File: config.mk
export PLATFORM = sky130hd
export DESIGN_NAME = ame_num_expand
export DESIGN_NICKNAME = d
export VERILOG_FILES = /design/src/rtl/ame_num_expand.sv
export SDC_FILE = /design/constraint.sdc
export NUM_CORES = 1
export LEC_CHECK = 0
export CAP_MARGIN = 20
export CORE_UTILIZATION = 30
export CTS_BUF_LIST = sky130_fd_sc_hd__clkbuf_8
export CTS_CLUSTER_SIZE = 10
export DETAILED_ROUTE_END_ITERATION = 12
export PLACE_DENSITY_LB_ADDON = 0.12
export SLEW_MARGIN = 20
export SYNTH_ARGS = -nofsm -noshare
export SYNTH_HDL_FRONTEND = slang
export SYNTH_SLANG_ARGS = --single-unit
File: constraint.sdc
create_clock -name clk_i -period 3.6 [get_ports clk_i]
set_input_delay 0.36 -clock clk_i [delete_from_list [all_inputs] [get_ports clk_i]]
set_output_delay 0.36 -clock clk_i [all_outputs]
set_load 0.02 [all_outputs]
File: src/rtl/ame_num_expand.sv
// ame_num_expand: signed operand times +/-2^exp, 3-stage pipeline with init/done pulses.
// Define AME_NUM_EXPAND_SAT_EN to saturate the result on overflow instead of wrapping.
//
// Ports:
//   clk_i        clock
//   rst_n_i      asynchronous active-low reset
//   comp_init_i  one-cycle start pulse; samples data, exp, neg
//   comp_data_i  signed two's-complement operand
//   comp_exp_i   unsigned left-shift amount
//   comp_neg_i   1 = negate the result
//   comp_done_o  one-cycle pulse, result valid (held until next done)
//   comp_data_o  signed result
//   comp_ovf_o   result exceeded the signed range
module ame_num_expand #(
    parameter int COMP_DATA_BITS = 64,
    parameter int COMP_EXP_BITS  = $clog2(COMP_DATA_BITS)
) (
    input  logic                      clk_i,
    input  logic                      rst_n_i,
    input  logic                      comp_init_i,
    input  logic [COMP_DATA_BITS-1:0] comp_data_i,
    input  logic [COMP_EXP_BITS-1:0]  comp_exp_i,
    input  logic                      comp_neg_i,
    output logic                      comp_done_o,
    output logic [COMP_DATA_BITS-1:0] comp_data_o,
    output logic                      comp_ovf_o
);

    localparam int W = COMP_DATA_BITS;
    localparam logic [W-1:0] POS_MAX = {1'b0, {(W-1){1'b1}}};
    localparam logic [W-1:0] NEG_MIN = {1'b1, {(W-1){1'b0}}};
    localparam logic [W-1:0] ALL_ONE = {W{1'b1}};

    // stage 1 state
    logic                     v1;
    logic [W-1:0]             mag1;
    logic                     rsign1;
    logic [COMP_EXP_BITS-1:0] exp1;

    // stage 2 state
    logic                     v2;
    logic [W-1:0]             shifted2;
    logic                     lost2;
    logic                     zero2;
    logic                     rsign2;

    logic [W-1:0] mag_c;
    logic [W-1:0] shifted_c;
    logic [W-1:0] top_mask_c;
    logic         lost_c;
    logic [W-1:0] limit_c;
    logic         ovf_c;
    logic [W-1:0] wrap_c;
    logic [W-1:0] res_c;

    // |x| of the most negative value wraps to itself, which is the correct unsigned magnitude
    always_comb begin
        mag_c = comp_data_i[W-1] ? -comp_data_i : comp_data_i;
    end

    // top_mask_c selects the exp bits that fall off the top during the shift
    always_comb begin
        shifted_c  = mag1 << exp1;
        top_mask_c = ~(ALL_ONE >> exp1);
        lost_c     = |(mag1 & top_mask_c);
    end

    always_comb begin
        limit_c = rsign2 ? NEG_MIN : POS_MAX;
        ovf_c   = !zero2 && (lost2 || (shifted2 > limit_c));
        wrap_c  = rsign2 ? -shifted2 : shifted2;
`ifdef AME_NUM_EXPAND_SAT_EN
        res_c   = ovf_c ? limit_c : wrap_c;
`else
        res_c   = wrap_c;
`endif
    end

    always_ff @(posedge clk_i or negedge rst_n_i) begin
        if (!rst_n_i) begin
            v1     <= 1'b0;
            mag1   <= '0;
            rsign1 <= 1'b0;
            exp1   <= '0;
        end else begin
            v1 <= comp_init_i;
            if (comp_init_i) begin
                mag1   <= mag_c;
                rsign1 <= comp_data_i[W-1] ^ comp_neg_i;
                exp1   <= comp_exp_i;
            end
        end
    end

    always_ff @(posedge clk_i or negedge rst_n_i) begin
        if (!rst_n_i) begin
            v2       <= 1'b0;
            shifted2 <= '0;
            lost2    <= 1'b0;
            zero2    <= 1'b0;
            rsign2   <= 1'b0;
        end else begin
            v2 <= v1;
            if (v1) begin
                shifted2 <= shifted_c;
                lost2    <= lost_c;
                zero2    <= (mag1 == '0);
                rsign2   <= rsign1;
            end
        end
    end

    always_ff @(posedge clk_i or negedge rst_n_i) begin
        if (!rst_n_i) begin
            comp_done_o <= 1'b0;
            comp_data_o <= '0;
            comp_ovf_o  <= 1'b0;
        end else begin
            comp_done_o <= v2;
            if (v2) begin
                comp_data_o <= res_c;
                comp_ovf_o  <= ovf_c;
            end
        end
    end

endmodule

Yosys cells after proc, flatten, opt, wreduce, memory -nomap -nowiden
Index checks and enable logic that the tools add are counted.
{"block": "word_totals", "reg_bits": 206, "input_bits": 74, "output_inout_bits": 66, "word_cells": 28}
{"block": "classes", "addsub": 2, "magnitude_cmp": 1, "shift": 2, "mux": 3, "bitwise": 3, "n_reduce_logical": 5}
{"operator": "$mux W64", "count": 3}
{"operator": "$neg A64 Y64", "count": 2}
{"operator": "$and A64 B64 Y64", "count": 1}
{"operator": "$gt A64 B64 Y1", "count": 1}
{"operator": "$logic_not A64 Y1", "count": 1}
{"operator": "$not A64 Y64", "count": 1}
{"operator": "$reduce_or A64 Y1", "count": 1}
{"operator": "$shl A64 B6 Y64", "count": 1}
{"operator": "$shr A64 B6 Y64 const A", "count": 1}
{"operator": "$logic_and A1 B1 Y1", "count": 1}
{"operator": "$logic_not A1 Y1", "count": 1}
{"operator": "$logic_or A1 B1 Y1", "count": 1}
{"operator": "$xor A1 B1 Y1", "count": 1}

Depth between registers and ports, before layout
{"block": "depth", "word_depth": 4, "mapped_depth": 10, "ltp_nobuf": 9}

Worst setup path before layout
Ideal clock, no wire load.
{"block": "synth_path", "kind": "reg-to-reg", "startpoint": "register rsign2", "endpoint": "register comp_ovf_o", "setup_ns": 0.129, "t_arrival_ns": 3.087, "t_required_ns": 3.471, "slack_ns": 0.384, "stages_incl_launch_ff": 9, "n_path_buf": 0, "period_less_slack_ns": 3.216, "cell_sequence": "dfrtp_1 ha_1 a21oi_1 o21ai_0 a221o_1 a2111oi_0 o211ai_1 a21oi_1 o21ai_0"}
{"block": "synth_between", "elab_chain_len": 4}
{"element": "from (decl)", "line_no": "45", "rtl": "logic rsign2;"}
{"element": "from (signal assigned)", "line_no": "108", "rtl": "rsign2 <= rsign1;"}
{"element": "$mux W64", "line_no": "69", "rtl": "limit_c = rsign2 ? NEG_MIN : POS_MAX;"}
{"element": "$gt A64 B64 Y1", "line_no": "70", "rtl": "ovf_c = !zero2 && (lost2 || (shifted2 > limit_c));"}
{"element": "$logic_or A1 B1 Y1", "line_no": "70"}
{"element": "$logic_and A1 B1 Y1", "line_no": "70"}
{"element": "to (signal assigned)", "line_no": "122", "rtl": "comp_ovf_o <= ovf_c;"}
{"element": "to (decl)", "line_no": "26", "rtl": "output logic comp_ovf_o"}
Every way passes these cells.
A chain may end at the register's enable or synchronous reset.

Final worst setup path
{"block": "layout_path", "startpoint": "register exp1[0]", "endpoint": "register shifted2[60]"}
{"block": "layout_between", "elab_chain_len": 1}
{"element": "from (decl)", "line_no": "38", "rtl": "logic [COMP_EXP_BITS-1:0] exp1;"}
{"element": "from (signal assigned)", "line_no": "90", "rtl": "exp1 <= comp_exp_i;"}
{"element": "$shl A64 B6 Y64", "line_no": "63", "rtl": "shifted_c = mag1 << exp1;"}
{"element": "to (signal assigned)", "line_no": "105", "rtl": "shifted2 <= shifted_c;"}
{"element": "to (decl)", "line_no": "42", "rtl": "logic [W-1:0] shifted2;"}
Every way passes these cells.

==> impl_metrics.env <==
export IMPL_fmax_mhz=305
export IMPL_overflow=0
export IMPL_grt_pass1_wl_mm=86.7
export IMPL_synth_top_area_share_pct=32.6
export IMPL_wl_met3_mm=2.40
export IMPL_clkLatencyLatePin_ns=0.63
export IMPL_synth_nets=1915
export IMPL_grt_max_degree=83
export IMPL_wl_per_cell_um=21.2
export IMPL_final_nets=2058
export IMPL_switching_share_pct=39.7
export IMPL_highest_layer="met4"
export IMPL_drv_cap=0
export IMPL_ys_async_sr_fraction_pct=100
export IMPL_grt_pass1_vias=14200
export IMPL_arrival_ns=3.74
export IMPL_syn_avg_cell_area_um2=8.90
export IMPL_syn_to_final_growth_pct=20.9
export IMPL_postRouteAntennaNets=0
export IMPL_clkPwrFrac_pct=25.5
export IMPL_synth_cell_types=63
export IMPL_wl_met1_mm=24.7
export IMPL_finalWirelength_mm=55.7
export IMPL_track_usage_pct=21.0
export IMPL_die_area_um2=53600
export IMPL_cp_end_kind="flop"
export IMPL_final_min_clock_period_ns=3.28
export IMPL_p_comb_share_pct=40.1
export IMPL_slew_headroom_pct=20.1
export IMPL_worst_ep_required_time_ns=4.06
export IMPL_hold_path_class="primary input to flop"
export IMPL_power_density_nw_per_um2=522
export IMPL_vias_per_cell=5.45
export IMPL_place_gp_congestion=0.925
export IMPL_ys_seq_elements=206
export IMPL_dp_hpwl_mm=42.7
export IMPL_cts_buffers=41
export IMPL_wl_met2_mm=26.6
export IMPL_root_buffer="clkbuf_8"
export IMPL_seq_power_share_pct=34.4
export IMPL_clock_sinks=206
export IMPL_drt_pass1_iter_count=5
export IMPL_drt_iter0_markers=949
export IMPL_startpoint_type="flop"
export IMPL_die_h_um=232
export IMPL_port_buffers=139
export IMPL_ir_worst_vdd_mv=0.194
export IMPL_fp_dieW_um=232
export IMPL_ys_seq_area_share_pct=32.6
export IMPL_ios=140
export IMPL_crit_type="flop to flop"
export IMPL_layout_drive_gt1_share_pct=14.4
export IMPL_clkTransAtPathRegs_ns=0.06
export IMPL_synth_area_leader_cell="dfrtp_1"
export IMPL_cts_buffer_depth=3
export IMPL_rsz0062_at_grt="false"
export IMPL_antenna_found_initial=0
export IMPL_htreeDepth=2
export IMPL_r2r_start="exp1[0]"
export IMPL_num_vias=14300
export IMPL_skew_ns=0.0426
export IMPL_crit_start="exp1[0]"
export IMPL_syn_cell_area_um2=15800
export IMPL_min_from="comp_init_i"
export IMPL_ys_top_cells_by_area="dfrtp_1 33%, mux4_2 8.8%, a21oi_1 5.8%"
export IMPL_worstMarginPinSlew_ns=1.19
export IMPL_period_share_pct=91.1
export IMPL_synth_cells=1775
export IMPL_finalSetupViolations=0
export IMPL_fin_total_pwr_mw=9.98
export IMPL_coreArea_um2=51700
export IMPL_ctsResizeCount=0
export IMPL_outcome="complete, no violations"
export IMPL_finalMaxSlewViolations=0
export IMPL_power_leakage_nw=7.76
export IMPL_setup_tns_ns=0
export IMPL_synth_edf_count=0
export IMPL_r2r_slack_ns=0.32
export IMPL_finalHoldViolCount=0
export IMPL_num_rows=83
export IMPL_p_int_mw=6.02
export IMPL_crit_fanout=44
export IMPL_cts_setup_buffers=0
export IMPL_antennaDiodeCount=0
export IMPL_power_switching_mw=3.96
export IMPL_start_util_pct=30.6
export IMPL_synth_ff_type="dfrtp_1"
export IMPL_drc=0
export IMPL_ys_warn_count=0
export IMPL_cts_tree="yes"
-- power by group through the flow --
stage          clock (mW)  sequential, mW  combinational, mW
2_1_floorplan           0            3.45               2.27
5_1_grt              2.74            3.52               4.38
3_3_place_gp            0            3.47               3.96
4_1_cts              2.63            3.44               4.02
6_report             2.54            3.44               4.00
3_5_place_dp            0            3.48               4.00
-- Yosys cell counts (all sizes together), types with 22 or more instances --
cell	number
o22ai	34
xor2	79
mux2i	47
nor3	22
nand2	200
o221ai	26
clkbuf	97
mux2	48
or4	23
buf	23
a21oi	184
nor4	24
ha	66
mux4	62
dfrtp	206
xnor2	43
nor2	183
inv	49
nand3	29
o21ai	76
o31ai	41
-- logic make-up after synthesis --
family / count (synthesis) / share of synthesized area [%]
AOI/OAI and AO/OA: 477 / 19.2
xor gates and xnor gates: 122 / 6.76
adders and majority gates: 68 / 5.35
buffers and inverters: 171 / 4.16
DFF: 206 / 32.6
muxes: 157 / 15.2
and+or+nand+nor: 574 / 16.7
-- metrics by stage --
| step | utilization (%) | instance area, um2 | worst slack (ns) | instances | hold WS (ns) |
|---|---|---|---|---|---|
| floorplan | - | 15800 | 0.384 | 1775 | 0.0644 |
| global placement | 35.3 | 18200 | 0.0615 | 2554 | 0.410 |
| detailed placement | 35.3 | 18200 | 0.0171 | 2554 | 0.410 |
| CTS | 37.0 | 19100 | 0.465 | 2625 | 0.179 |
| global route | 37.0 | 19100 | 0.262 | 2625 | 0.236 |
| finish | 37.0 | 19100 | 0.319 | 2625 | 0.236 |
-- final timing paths --
path	endpoint	cells past startpoint
max	shifted2[60]	6
min	v1	1
max reg2reg	shifted2[60]	6
min reg2reg	comp_data_o[14]	1
max in group asynchronous	comp_data_o[60]	3
min in group asynchronous	comp_data_o[11]	2
-- registers in the layout, indices dropped and copies added, names as in the netlist, 6 cells and up --
name	flops
comp_data_o	64
mag1	64
shifted2	64
exp1	6
-- what timing repair did --
action | in CTS | in global routing
hold buffers | 1 | 0
endpoints found under the hold margin | 66 | 0
endpoints found under the setup margin | 0 | 0
-- worst max-delay path: stages, from the launching register on --
cell      delay (ns)
dfrtp_4         0.87
mux4_2          0.60
nand2_1         0.10
nand2_1         0.08
o21ai_0         0.92
mux2_2          0.42
o221ai_1        0.14
-- cells in the final DEF, fill, tap and decap left out, drive strengths merged, types with 23 or more instances in the layout --
cell type      netlist  layout
mux4                62      62
o21ai               76      76
xnor2               43      43
nor4                24      24
mux2i               47      47
xor2                79      79
o31ai               41      41
nand2              200     200
buf                 23      82
inv                 49      60
mux2                48      48
clkdlybuf4s50        0     136
nand3               29      29
o221ai              26      26
ha                  66      66
dfrtp              206     206
or4                 23      23
clkbuf              97      53
a21oi              184     184
nor2               183     183
o22ai               34      34
-- metal layers --
metal	up-vias	global-route usage, %
met4	0	8.36
met5	-	0
met2	365	34.9
li1	6872	-
met3	96	2.88
met1	6978	27.5
-- layout make-up --
type                    instances  area (um2)
clock inverters                18         143
inverters                      51         191
well taps                     680         851
clock buffers                  52         716
multi-input cells            1398        9990
fillers                      5382       32600
flip-flops and latches        206        5170
repair buffers                220        2050
Note: power is estimated with default switching activity, not from simulation.
